### config.mk
export PLATFORM = sky130hd
export DESIGN_NAME = seg7_scan_driver_flat
export DESIGN_NICKNAME = d
export VERILOG_FILES = /design/src/rtl/seg7_scan_driver_if.sv /design/src/rtl/seg7_scan_driver.sv /design/src/flat_wrapper.sv
export SDC_FILE = /design/constraint.sdc
export NUM_CORES = 1
export LEC_CHECK = 0
export CAP_MARGIN = 20
export CORE_UTILIZATION = 50
export CTS_CLUSTER_DIAMETER = 30
export CTS_CLUSTER_SIZE = 8
export DETAILED_ROUTE_END_ITERATION = 6
export DONT_BUFFER_PORTS = 1
export PLACE_DENSITY = 0.66
export SYNTH_ARGS = -nofsm -noshare
export SYNTH_HDL_FRONTEND = slang
export SYNTH_SLANG_ARGS = --single-unit
### constraint.sdc
create_clock -name clk -period 4.3 [get_ports clk]
set_clock_uncertainty 0.05 [all_clocks]
set_input_delay 0.645 -clock clk [delete_from_list [all_inputs] [get_ports clk]]
set_output_delay 0.645 -clock clk [all_outputs]
set_load 0.02 [all_outputs]
### src/rtl/seg7_scan_driver_if.sv
`default_nettype none
// ----------------------------------------------------------------------------
// seg7_scan_driver_if : nibble inputs and display outputs of the scan driver
// Revision 1.0
// ----------------------------------------------------------------------------
interface seg7_scan_driver_if;
   logic [3:0] digit0;
   logic [3:0] digit1;
   logic [3:0] digit2;
   logic [3:0] digit3;
   logic [3:0] digit_en;
   logic [3:0] dp_in;
   logic [3:0] an;
   logic [6:0] seg;
   logic       dp;
   logic [1:0] scan_idx;

   modport master (
      output digit0, digit1, digit2, digit3, digit_en, dp_in,
      input  an, seg, dp, scan_idx
   );

   modport slave (
      input  digit0, digit1, digit2, digit3, digit_en, dp_in,
      output an, seg, dp, scan_idx
   );
endinterface
`default_nettype wire

### src/rtl/seg7_scan_driver.sv
`default_nettype none
// ----------------------------------------------------------------------------
// seg7_scan_driver : 4-digit common-anode 7-segment scanner with blanking
// Revision 1.0
// ----------------------------------------------------------------------------
module seg7_scan_driver #(
   parameter int SCAN_DIV  = 100000,
   parameter int BLANK_CYC = 1000
) (
   input wire clk,
   input wire rst_n,
   seg7_scan_driver_if.slave bus
);

   localparam int            CW         = (SCAN_DIV > 1) ? $clog2(SCAN_DIV) : 1;
   localparam logic [CW-1:0] CNT_LAST   = CW'(SCAN_DIV - 1);
   localparam logic [CW-1:0] SHOW_START = CW'(BLANK_CYC);

   typedef enum logic [0:0] {
      BLANK = 1'b0,
      SHOW  = 1'b1
   } state_t;

   state_t        state;
   state_t        state_nxt;
   logic [CW-1:0] cnt;
   logic [CW-1:0] cnt_nxt;
   logic          wrap;
   logic          capture;
   logic [1:0]    idx;
   logic [3:0]    cur_digit;
   logic [3:0]    hold_val;
   logic          hold_dp;
   logic          hold_en;

   function automatic logic [6:0] hex7(input logic [3:0] v);
      logic [6:0] s;
      case (v)
         4'h0: s = 7'h40;
         4'h1: s = 7'h79;
         4'h2: s = 7'h24;
         4'h3: s = 7'h30;
         4'h4: s = 7'h19;
         4'h5: s = 7'h12;
         4'h6: s = 7'h02;
         4'h7: s = 7'h78;
         4'h8: s = 7'h00;
         4'h9: s = 7'h10;
         4'hA: s = 7'h08;
         4'hB: s = 7'h03;
         4'hC: s = 7'h46;
         4'hD: s = 7'h21;
         4'hE: s = 7'h06;
         default: s = 7'h0E;
      endcase
      return s;
   endfunction

   always_comb begin
      wrap      = (cnt == CNT_LAST);
      cnt_nxt   = wrap ? '0 : cnt + CW'(1);
      state_nxt = state;
      capture   = 1'b0;
      case (state)
         BLANK: begin
            if (cnt_nxt == SHOW_START) begin
               state_nxt = SHOW;
               capture   = 1'b1;
            end
         end
         SHOW: begin
            if (wrap) state_nxt = BLANK;
         end
         default: state_nxt = BLANK;
      endcase
   end

   always_comb begin
      cur_digit = bus.digit0;
      case (idx)
         2'd0: cur_digit = bus.digit0;
         2'd1: cur_digit = bus.digit1;
         2'd2: cur_digit = bus.digit2;
         default: cur_digit = bus.digit3;
      endcase
   end

   // Slot data is frozen at the start of SHOW so switch movement cannot glitch the digit.
   always_ff @(posedge clk or negedge rst_n) begin
      if (!rst_n) begin
         state    <= BLANK;
         cnt      <= '0;
         idx      <= 2'd0;
         hold_val <= 4'h0;
         hold_dp  <= 1'b0;
         hold_en  <= 1'b0;
      end else begin
         state <= state_nxt;
         cnt   <= cnt_nxt;
         if (wrap) idx <= idx + 2'd1;
         if (capture) begin
            hold_val <= cur_digit;
            hold_dp  <= bus.dp_in[idx];
            hold_en  <= bus.digit_en[idx];
         end
      end
   end

   always_ff @(posedge clk or negedge rst_n) begin
      if (!rst_n) begin
         bus.an  <= 4'b1111;
         bus.seg <= 7'h7F;
         bus.dp  <= 1'b1;
      end else if (state == SHOW && hold_en) begin
         bus.an  <= ~(4'b0001 << idx);
         bus.seg <= hex7(hold_val);
         bus.dp  <= ~hold_dp;
      end else begin
         bus.an  <= 4'b1111;
         bus.seg <= 7'h7F;
         bus.dp  <= 1'b1;
      end
   end

   assign bus.scan_idx = idx;

endmodule
`default_nettype wire

### src/flat_wrapper.sv
// flat-port wrapper written by rule: the top's interface ports become plain ports
module seg7_scan_driver_flat 
#(
   parameter int SCAN_DIV  = 100000,
   parameter int BLANK_CYC = 1000
)
  (clk, rst_n, bus_digit0, bus_digit1, bus_digit2, bus_digit3, bus_digit_en, bus_dp_in, bus_an, bus_seg, bus_dp, bus_scan_idx);
  seg7_scan_driver_if bus_i ();
  input wire clk;
  input wire rst_n;
  input wire logic [$bits(bus_i.digit0)-1:0] bus_digit0;
  input wire logic [$bits(bus_i.digit1)-1:0] bus_digit1;
  input wire logic [$bits(bus_i.digit2)-1:0] bus_digit2;
  input wire logic [$bits(bus_i.digit3)-1:0] bus_digit3;
  input wire logic [$bits(bus_i.digit_en)-1:0] bus_digit_en;
  input wire logic [$bits(bus_i.dp_in)-1:0] bus_dp_in;
  output wire logic [$bits(bus_i.an)-1:0] bus_an;
  output wire logic [$bits(bus_i.seg)-1:0] bus_seg;
  output wire logic [$bits(bus_i.dp)-1:0] bus_dp;
  output wire logic [$bits(bus_i.scan_idx)-1:0] bus_scan_idx;
  assign bus_i.digit0 = bus_digit0;
  assign bus_i.digit1 = bus_digit1;
  assign bus_i.digit2 = bus_digit2;
  assign bus_i.digit3 = bus_digit3;
  assign bus_i.digit_en = bus_digit_en;
  assign bus_i.dp_in = bus_dp_in;
  assign bus_an = bus_i.an;
  assign bus_seg = bus_i.seg;
  assign bus_dp = bus_i.dp;
  assign bus_scan_idx = bus_i.scan_idx;
  seg7_scan_driver #(.SCAN_DIV(SCAN_DIV), .BLANK_CYC(BLANK_CYC)) u_core (.clk(clk), .rst_n(rst_n), .bus(bus_i));
endmodule
# Word level (Yosys, flattened, before mapping)
# Memories as Yosys holds them, arrays and structs flattened.
# Index checks and enable logic that the tools add are counted.
dict set report word_totals {
  ff_bits 38
  elab_cells 36
  output_inout_bits 14
  memories 1
  romBits 112
}
# name words width read_ports rd_clocked_by_memory_dff write_ports line_no
set mem_list {}
lappend mem_list {{(no name shown)} 16 7 1 0 0 seg7_scan_driver.sv:38} ;# case (v)
dict set report classes {
  reduce_logical 2
  mux 13
  order_cmp 1
  bitwise_logic 3
  n_addsub 2
  n_eq_ne 4
  n_shift 1
}
# operator count
set ops {}
lappend ops {{adder 17 x 1 -> 17 bit, second input constant} 1}
lappend ops {{equality test 17 x 10 -> 1 bit, second input constant} 1}
lappend ops {{equality test 17 bit, second input constant} 1}
lappend ops {{two-way mux 17 bit} 1}
lappend ops {{case mux 4 bit (3 select lines)} 1}
lappend ops {{two-way mux 7 bit} 1}
lappend ops {{two-way mux 1 bit} 6}
lappend ops {{binary-select mux 1 bit (select 2 bit)} 2}
lappend ops {{two-way mux 4 bit} 1}
lappend ops {{NOT 4 bit} 1}
lappend ops {{<< shifter 1 x 2 -> 4 bit, first input constant} 1}
lappend ops {{less-than comparator 2 x 3 -> 1 bit, second input constant} 1}
lappend ops {{adder 2 x 1 -> 2 bit, second input constant} 1}
lappend ops {{equality test 2 x 1 -> 1 bit, second input constant} 1}
lappend ops {{equality test 2 bit, second input constant} 1}
lappend ops {{logical NOT 2 bit} 1}
lappend ops {{NOT 1 bit} 2}
lappend ops {{case mux 1 bit (2 select lines)} 1}
lappend ops {{logical AND 1 bit} 1}

# Depth between registers and ports, before layout
dict set report depth {
  depth_word 5
  depth_mapped 8
  ltp_nobuf 7
}

# Worst setup path before layout
# OpenSTA, ideal clock, no wires.
dict set report synth_timing {
  path_type {reg-to-reg}
  startpoint {register u_core.cnt[0]}
  endpoint {register u_core.hold_dp}
  setup_ps 125
  path_buffers 1
  path_stages_with_launch 9
  synth_period_minus_slack_ps 2106
  slack_ps 2194
  arrival_ps 1931
  path_cell_list {dfrtp_1 > ha_1 > and4_1 > nand3_1 > nor3b_1 > o22a_1 > and4b_1 > buf_6 > mux2_4}
}
dict set report synth_via {
  elab_chain_cells 5
}
# item line_no
set synth_rtl {}
lappend synth_rtl {{start, declared} seg7_scan_driver.sv:26} ;# logic [CW-1:0] cnt;
lappend synth_rtl {{start signal, assigned} seg7_scan_driver.sv:99} ;# cnt <= cnt_nxt;
lappend synth_rtl {{adder 17 x 1 -> 17 bit / equality test 17 bit (equally long branches)} {seg7_scan_driver.sv:61, seg7_scan_driver.sv:60}}
lappend synth_rtl {{two-way mux 17 bit (*)} seg7_scan_driver.sv:61} ;# cnt_nxt = wrap ? '0 : cnt + CW'(1);
lappend synth_rtl {{equality test 17 x 10 -> 1 bit (*)} seg7_scan_driver.sv:66} ;# if (cnt_nxt == SHOW_START) begin
lappend synth_rtl {{two-way mux 1 bit (*)} seg7_scan_driver.sv:66}
lappend synth_rtl {{two-way mux 1 bit (*)} seg7_scan_driver.sv:64} ;# case (state)
lappend synth_rtl {{end signal, assigned} seg7_scan_driver.sv:103} ;# hold_dp <= bus.dp_in[idx];
lappend synth_rtl {{end, declared} seg7_scan_driver.sv:33} ;# logic hold_dp;
# Every way passes the cells marked *; elsewhere a longest branch is shown, timed or not.
# A chain may end at the register's enable or synchronous reset.

# Worst setup path after layout
dict set report layout_timing {
  startpoint {register u_core.cnt[0]}
  endpoint {register u_core.hold_en}
}
dict set report layout_via {
  elab_chain_cells 5
}
# item line_no
set layout_rtl {}
lappend layout_rtl {{adder 17 x 1 -> 17 bit / equality test 17 bit (equally long branches)} {seg7_scan_driver.sv:61, seg7_scan_driver.sv:60}}
lappend layout_rtl {{two-way mux 17 bit (*)} seg7_scan_driver.sv:61}
lappend layout_rtl {{via u_core.cnt_nxt[6]} seg7_scan_driver.sv:27} ;# logic [CW-1:0] cnt_nxt;
lappend layout_rtl {{equality test 17 x 10 -> 1 bit (*)} seg7_scan_driver.sv:66}
lappend layout_rtl {{two-way mux 1 bit (*)} seg7_scan_driver.sv:66}
lappend layout_rtl {{two-way mux 1 bit (*)} seg7_scan_driver.sv:64}
lappend layout_rtl {{end signal, assigned} seg7_scan_driver.sv:104} ;# hold_en <= bus.digit_en[idx];
lappend layout_rtl {{end, declared} seg7_scan_driver.sv:34} ;# logic hold_en;
# The timed path passes the listed nets; every way through them passes the cells marked *.

==> results.toml <==
[power_and_ir_drop]
combPwrFrac_pct = 1.8
finalPower_uw = 623.9
internal-power_uw = 492.2
power.switching_uw = 131.6
pwr-share-seq_pct = 57.4
peakVddDrop_mv = 0.1509
pwr-share-clk_pct = 40.8
powerDensity_nw_per_um2 = 278.7
cellLeakagePower_nw = 0.9428
power.share.switching_pct = 21.10

[status]
status = "finished, final reports clean"

[clock_network]
postCtsSetupBuffers = 0
cts_sinks = 38
cts_resized = 0
cts-buffers-inserted = 5
h-tree-depth = 2
cts_hold_buf = 1
tritoncts = "done"
worstSkewPairLatency_ns = 0.29
clock-root-buffer = "clkbuf_8"
cts_buffer_depth = 2
path_clk_slew_ns = 0.07

[route]
dr.pass1.iters = 4
final_antenna_net_count = 0
routed_wl_um = 4191
drcViolationCount = 0
drtIter0Drc = 93
wl_per_cell_um = 17.25
vias = 1461
viasPerCell = 6.012

[worst_setup_path]
crit_fanout = 7
start_kind = "register"
endpoint_kind = "register"
critical_path_class = "register to register"
cp.required_ns = 4.43
crit_arrival_ns = 2.65

[synthesis]
ys_warn_count = 0
yosys.area_share.simple_pct = 19.10
synth_top_family_by_area = "simple AND/OR/NAND/NOR gates"
synth_adder_area_share_pct = 7.096
avgSynthCellArea_um2 = 10.85
yosysTopAreaCell = "dfrtp_1"
synth.top_cells.by_count = "dfrtp_1 (26), nand2_1 (18), nor2_1 (15)"
synth_most_common_cell = "dfrtp_1"
synth_mux_area_share_pct = 9.166
ys_top_cells_by_area = "dfrtp_1 (31%), dfstp_2 (15%), ha_1 (7.1%)"
ys.flop_type = "dfrtp_1"
seq_area_frac_synth_pct = 45.65
synth-compound-area-share_pct = 8.338
ys_ff_latch = 38
synth_fp_nets = 233
synth_xor_area_share_pct = 6.623
synth.distinct_cells = 46
async_flop_share_pct = 100.0
syn_area_um2 = 2116
synth_edf_count = 0
netlist_instances = 195
synth_top_area_share_pct = 30.75

[sta]
setup_viol = 0
tns_ns = 0
period_share_pct = 58.54
fmax_mhz = 397.3
finalCriticalPeriod_ns = 2.517
hold_violations = 0
tightest_slew_ns = 0.5117
worst_hold_slack_ns = 0.1091
rsz0062_at_grt = "no"
drv_slew = 0
timing.slew.headroom_pct = 65.89

[die]
initial_utilization_pct = 52.52
rows = 23
core_area_um2 = 4029
dieArea_um2 = 4496
die_w_um = 67.05
die_h_um = 67.05
ios = 40

[place]
gp_congestion = 0.8909
io_buffers = 0
dp_hpwl_um = 2944

[cells_and_area]
num_antenna_cells = 0
drive_above_1_share_pct = 17.10
final_util_pct = 55.56
final_nets = 230
syn_to_final_growth_pct = 5.796

[min_path]
hold_class = "input pin to asynchronous set/reset pin"

[job]
max-cap-violations = 0

[grt]
overflow = 0
antenna_found_initial = 0
grt_usage_pct = 20.83
grt_pass1_vias = 1386
grt_start_max_net_pins = 27
grt_pass1_wl_um = 6817
-- cell usage in the layout (no fill, tap or decap), types with 2 or more instances in the layout --
cell,synthesis,final
nand2_1,18,18
nor2_1,15,15
a21oi_1,5,5
a222oi_1,4,4
a31oi_1,2,2
xor2_1,7,7
mux4_2,3,3
nand3_1,8,8
nand4b_1,2,2
nor3b_1,2,2
nor2b_1,2,2
ha_1,12,12
mux2i_1,7,7
o21ai_0,6,6
clkbuf_8,0,6
inv_1,7,7
mux2_4,3,3
nand4_1,3,3
nor4_1,2,2
and4_1,3,3
dfrtp_1,26,26
o211ai_1,3,3
nor3_1,3,3
dfstp_2,12,12
xnor2_1,9,9
or3_1,2,2
-- critical path, cell delays in order (launching register included) --
cell and delay, ns:
dfrtp_1 0.42, ha_1 0.30, and4_1 0.28, nand2_1 0.09, xnor2_1 0.25, o2111a_1 0.25, and4b_1 0.44, mux2_4 0.33
-- worst paths after layout --
path,start,to,slack [ns],cells past startpoint
worst max-delay path,u_core.cnt[0],u_core.hold_en,1.78,7
worst min-delay path,rst_n,u_core.cnt[12],0.11,1
worst max register to register,u_core.cnt[0],u_core.hold_en,1.78,7
worst min register to register,u_core.hold_dp,u_core.bus.dp,0.39,1
max in group asynchronous,rst_n,u_core.cnt[13],3.94,1
min in group clk,u_core.hold_dp,u_core.bus.dp,0.39,1
-- layer usage --
layer	GRT usage (%)	part of all wire (%)
met2	28.63	44
met3	6.678	6.8
met4	6.649	1.3
met5	0	0
met1	30.41	48
-- sequential cells by signal, indices dropped and copies added (netlist names) --
name                 cells
u_core.cnt              17
u_core.hold_dp           1
u_core.hold_en           1
u_core.bus.scan_idx      2
u_core.hold_val          4
u_core.bus.an            4
u_core.bus.dp            1
u_core.state             1
u_core.bus.seg           7
-- power by group through the flow --
| stage | Sequential (mW) | Clock [mW] | Combinational, mW |
|---|---|---|---|
| 6_report | 0.358 | 0.255 | 0.0115 |
| 3_5_place_dp | 0.364 | 0 | 0.00510 |
| 2_1_floorplan | 0.364 | 0 | 0.00431 |
| 3_3_place_gp | 0.364 | 0 | 0.00522 |
| 4_1_cts | 0.358 | 0.259 | 0.0121 |
| 5_1_grt | 0.358 | 0.276 | 0.0133 |
-- final cells by class --
| cell class | count | area, µm² |
|---|---|---|
| Timing Repair Buffer | 2 | 27.53 |
| Multi-Input combinational cell | 138 | 1065 |
| Fill cell | 359 | 1790 |
| Clock buffer | 7 | 86.33 |
| Sequential cell | 38 | 965.9 |
| Tap cell | 50 | 62.56 |
| Clock inverter | 1 | 5.005 |
| Inverter | 7 | 26.28 |
-- logic make-up after synthesis --
group	after synthesis
simple gates	71
fa+ha+maj	12
compound gates	25
flops	38
buf+inv	19
mux	14
xor+xnor	16
-- per-stage QoR --
step | setup slack, ns | area, µm² | std cells
floorplan | 2.194 | 2116 | 195
global placement | 1.928 | 2127 | 234
detailed placement | 1.833 | 2127 | 234
CTS | 1.829 | 2238 | 243
global route | 1.662 | 2238 | 243
finish | 1.783 | 2238 | 243
No activity file was read; power rests on OpenSTA's default activity.
==> RTL change 1: new RTL, config.mk and constraints unchanged <==
Reset style: synchronous (`rst_n`), changed in 2 clocked blocks.
--- a/src/rtl/seg7_scan_driver.sv
+++ b/src/rtl/seg7_scan_driver.sv
@@ -87,5 +87,5 @@
 
    // Slot data is frozen at the start of SHOW so switch movement cannot glitch the digit.
-   always_ff @(posedge clk or negedge rst_n) begin
+   always_ff @(posedge clk) begin
       if (!rst_n) begin
          state    <= BLANK;
@@ -107,5 +107,5 @@
    end
 
-   always_ff @(posedge clk or negedge rst_n) begin
+   always_ff @(posedge clk) begin
       if (!rst_n) begin
          bus.an  <= 4'b1111;
Formal check against the unedited RTL: same outputs for any inputs over 10 cycles, from zero or initial values and one cycle with rst_n low; that may be too few to reach the edited logic, so the function may still have changed.
==> RTL change 1 against the unedited design <==
Area after synthesis is 3.8% higher; hold slack better by 0.27 ns; wire length is 3.9% higher; sequential cell count stayed put; design area is 1.7% higher; utilization is 0.22 points lower; worst setup slack better by 0.17 ns; sequential share of layout area is 9.7 points lower; largest cell class unchanged; highest routed layer unchanged.
Power is not compared: it rests on default switching activity, and its combinational part moved more than twofold at a synthesized area within 25%.
==> RTL change 1: results (changes against the unedited design) <==
### GRT
* **pin count of the biggest net entering global routing** 17, -37%
* **first-pass GRT wire length** 7107 um, +4.3%
* **total routing usage reported by global routing** 0.2025, -0.005763
* **initial antenna violation count** 0, unchanged
* **via count of the first global-routing pass** 1,526, +10%

### Clock network
* **Setup Fix Bufs, Post-CTS** 0, unchanged
* **number of H-tree levels** 2, unchanged
* **CTS max path bufs** 2, unchanged
* **post-cts resize count** 0, unchanged
* **Worst-path clk slew** 0.08 ns
* **later-pin clock latency in the skew report** 0.29 ns, about the same
* **Clock Tree Root** clkbuf_8
* **number of buffers created by CTS** 5, unchanged

### Setup path
* **FF-to-FF End** u_core.hold_dp
* **endpoint arrival time on the critical path** 2.45 ns, -0.20 ns
* **delay-heaviest family, CP** simple AND/OR/NAND/NOR gates
* **reg-to-reg setup timing slack** 1.96 ns, +0.17 ns
* **maximum cell stage delay along the critical path** 0.49 ns, +0.05 ns
* **largest fanout on the critical path** 12, +5
* **worst r2r path cells** 6, -1
* **launch instance of the worst register-to-register path** u_core.cnt[2]
* **cell with the biggest individual delay on the critical path** dfxtp_1

### Pwr
* **leakage dissipation** 0.7598 nW
* **pwr/cell area** 302.5 nW/um^2
* **Worst IR Drop VDD** 0.2195 mV

### Routing
* **drt first-iter violations** 63, -32%
* **average wire per cell in the routed design** 14.47 um, -16%
* **total via count in the routed design** 1,783, +22%

### Yosys
* **cell types with the highest counts after synthesis** dfxtp_1 (38), nand2_1 (33), nor2_1 (25), o21ai_0 (17), ha_1 (12)
* **distinct cell type count after synthesis** 47, +2.2%
* **largest cells by area after synthesis** dfxtp_1 (35%), ha_1 (6.8%), nand2_1 (5.6%)
* **FFs w/ async S/R, synth** 0, -1.000
* **sequential cell area fraction in the yosys report** 0.3462, -0.1103
* **warnings from Yosys** 0, unchanged

### Timing
* **Slew Limit Headroom** 0.5273, -0.1315

### Worst hold path
* **endpoint of the worst hold-timing path** u_core.bus.dp
* **depth of the worst hold-timing path** 1
* **Min-Delay Path Class** reg -> reg
* **hold path start** u_core.hold_dp

### Placed design
* **HPWL after DPL** 3143 um, +6.8%
* **Placement Cell Area** 2182 sq um, +2.6%
* **routability-driven placement congestion ratio** 0.8536, -4.2%
* **worst slack at placement** 1.933 ns, +0.09968 ns

### Final layout
* **proportion of layout cells with a drive suffix above 1** 0.07570, -0.09529
* **leading registers by flop count** u_core.cnt (17), u_core.bus.seg (7)
* **number of filler cells placed in the layout** 404, +13%
* **final layout net count** 288, +25%
* **diodes inserted** 0, unchanged

### Status
* **status** complete, no violations

## RTL change 1: power breakdown
group | switching [mW] | leakage [nW] | total (mW) | internal, mW
clock | 0.132 | 0.0472 | 0.261 | 0.129
combinational | 0.0275 | 0.405 | 0.0537 | 0.0261
sequential | 0.0153 | 0.308 | 0.375 | 0.359
## RTL change 1: worst reg2reg max path, stage by stage, from the launching register on
cell and delay, ns:
dfxtp_1 0.49, nand4_2 0.35, nor3_1 0.44, mux2i_1 0.32
o2111ai_1 0.33, nand2_1 0.15, a31oi_1 0.09
## RTL change 1: cells by family (layout without fill, tap and decap cells)
group                    count (synthesis)  in the layout  synth area share
XOR/XNOR                                15             15           0.05979
AND/OR/NAND/NOR                        107            107            0.2568
buffers and inverters                   24             19           0.05409
flip-flops                              38             38            0.3462
AO/OA/AOI/OAI                           52             52            0.1612
adder cells (fa/ha/maj)                 12             12           0.06834
multiplexers                             8              8           0.05353
## RTL change 1: layer usage
layer,track usage,part of all wire,vias to the layer above
met5,0,0,-
met4,0.04167,0.0073,0
met3,0.05000,0.056,3
met2,0.3100,0.43,55
met1,0.2851,0.50,819
li1,-,-,906
## RTL change 1: area by class of cell
class / count / share of cell area
multi-input cells: 194 / 0.5786
flip-flops and latches: 38 / 0.3341
clock buffers: 6 / 0.03626
well taps: 50 / 0.02747
inverters: 11 / 0.01813
clock inverters: 2 / 0.005495
## RTL change 1: how the worst max path moves through the flow
stage	startpoint	endpoint	slack, ns	cells past startpoint
floorplan	u_core.cnt[0]	u_core.hold_en	2.16	8
global placement	u_core.cnt[2]	u_core.hold_dp	1.97	6
detailed placement	u_core.cnt[0]	u_core.cnt[9]	1.93	5
CTS	u_core.cnt[1]	u_core.cnt[6]	1.92	5
global route	u_core.cnt[1]	u_core.hold_dp	1.62	7
finish	u_core.cnt[2]	u_core.hold_dp	1.96	6
## RTL change 1: metrics by stage
step / cells / hold WS [ns]
detailed placement: 293 / 0.3576
CTS: 301 / 0.3764
global placement: 293 / 0.3508
global route: 301 / 0.3892
finish: 301 / 0.3784
floorplan: 256 / 0.3309
==> RTL change 2: new RTL, config.mk and constraints unchanged <==
Made on the original files. `SCAN_DIV` is set to 100000 in 2 places; all go to 400000.
--- a/src/rtl/seg7_scan_driver.sv
+++ b/src/rtl/seg7_scan_driver.sv
@@ -5,5 +5,5 @@
 // ----------------------------------------------------------------------------
 module seg7_scan_driver #(
-   parameter int SCAN_DIV  = 100000,
+   parameter int SCAN_DIV  = 400000,
    parameter int BLANK_CYC = 1000
 ) (
--- a/src/flat_wrapper.sv
+++ b/src/flat_wrapper.sv
@@ -2,5 +2,5 @@
 module seg7_scan_driver_flat 
 #(
-   parameter int SCAN_DIV  = 100000,
+   parameter int SCAN_DIV  = 400000,
    parameter int BLANK_CYC = 1000
 )
Behaviour: no difference found for any inputs over 10 cycles, from zero or initial values and one cycle with rst_n low; that may be too few to reach the edited logic, so the function may still have changed.
==> RTL change 2 against the unedited design <==
Worst setup slack got worse by 0.51 ns; utilization grew 0.29 points; area after synthesis rose by 8.2%; die area is 8.0% higher; global-route usage is 1.5 points lower; hold slack improved by 0.0043 ns; sequential cell count grew 2; sequential power up 5%; wire length decreased by 0.57%; critical path type unchanged; clock power rose by 22%; largest power group unchanged; total power up 12%; design area increased by 9.4%; count of clock-buffer cells in the layout fell by 2.
==> RTL change 2: results (changes against the unedited design) <==
### Status
* **status** complete, no violations

### Yosys
* **share of synthesized cell area in full adder, half adder and majority cells** 0.06557, -0.005390
* **fraction of the mapped netlist area in compound gates** 0.09617, +0.01279
* **synthesized area divided by synthesized cell count** 10.31 sq um, -4.9%
* **xor and xnor area share after synthesis** 0.08033, +0.01409
* **multiplexer share of the synthesized area** 0.07978, -0.01188
* **sequential cell area fraction in the yosys report** 0.4437, -0.01282
* **cell types with the highest counts after synthesis** dfrtp_1 (28), nor2_1 (24), nand2_1 (20), dfstp_2 (12), ha_1 (12)
* **distinct cell type count after synthesis** 44, -4.3%

### GRT
* **pin count of the biggest net entering global routing** 29, +7.4%
* **via count of the first global-routing pass** 1,536, +11%
* **total routing usage reported by global routing** 0.1930, -0.01528
* **met2 track utilization from global routing** 0.2805, -0.005775
* **met1 routing resource usage after global routing** 0.2937, -0.01045
* **met3 Usage GRT** 0.04360, -0.02318

### Placed design
* **HPWL after DPL** 3054 um, +3.8%
* **Placement Cell Area** 2313 sq um, +8.8%
* **routability-driven placement congestion ratio** 0.8792, -1.3%

### Pwr
* **Worst IR Drop VDD** 0.2189 mV, +45%
* **leakage dissipation** 1.018 nW, +7.9%
* **switching power share of the total** 0.2037, -0.007288
* **Total Power Consumption** 0.6984 mW, +12%
* **power in the clock group** 0.310 mW, +22%

### Routing
* **average wire per cell in the routed design** 15.26 um, -11%
* **met1 routed wirelength after detailed routing** 2104 um, +5.0%
* **via-per-instance ratio** 5.799, -3.6%
* **met3 wirelength from detailed routing** 181 um, -37%
* **drt first-iter violations** 169, +82%
* **DR pass1 iterations** 5, +1

### Final layout
* **multi-input combinational cell count** 162, +17%
* **proportion of cell area occupied by multi-input gates** 0.4865, +0.01077
* **number of filler cells placed in the layout** 381, +6.1%
* **proportion of layout cells with a drive suffix above 1** 0.1719, +0.0009612
* **fraction of standard cell area that is sequential** 0.4149, -0.01661
* **growth of design area from synthesis to finish** 6.940%
* **final layout net count** 258, +12%
* **Clock buffers and inverters, area share** 0.04701, +0.006206
* **non-filler cells, final** 273, +12%
* **number of sequential cells in the layout** 40, +5.3%
* **Non-clock buffering overhead** 0.01124, -0.001056

### Setup path
* **endpoint arrival time on the critical path** 3.15 ns, +0.50 ns
* **largest fanout on the critical path** 9, +2

### Floorplanning
* **die area** 4854 sq um, +8.0%

## RTL change 2: cell types whose count changed in the layout (fill, tap and decap cells not counted), sizes merged, moves of 3 or more
cell,change
nor3,+4
a21oi,+3
nand4,+3
inv,+3
xor2,+4
nor2,+9
## RTL change 2: final timing paths
check / start / to / slack (ns) / cells past startpoint
worst max-delay path: u_core.cnt[0] / u_core.hold_val[3] / 1.27 / 8
worst min-delay path: rst_n / u_core.cnt[4] / 0.11 / 1
worst max register to register: u_core.cnt[0] / u_core.hold_val[3] / 1.27 / 8
worst min register to register: u_core.hold_dp / u_core.bus.dp / 0.38 / 1
max in group asynchronous: rst_n / u_core.bus.scan_idx[1] / 3.92 / 1
min in group clk: u_core.hold_dp / u_core.bus.dp / 0.38 / 1
## RTL change 2: worst max-delay path: stages (launching register included)
cell     delay (ns)
dfrtp_1        0.45
ha_1           0.32
and3_1         0.33
nand2_1        0.13
nor4_4         0.35
buf_4          0.25
a31oi_1        0.08
nor4_4         0.55
mux2_2         0.39
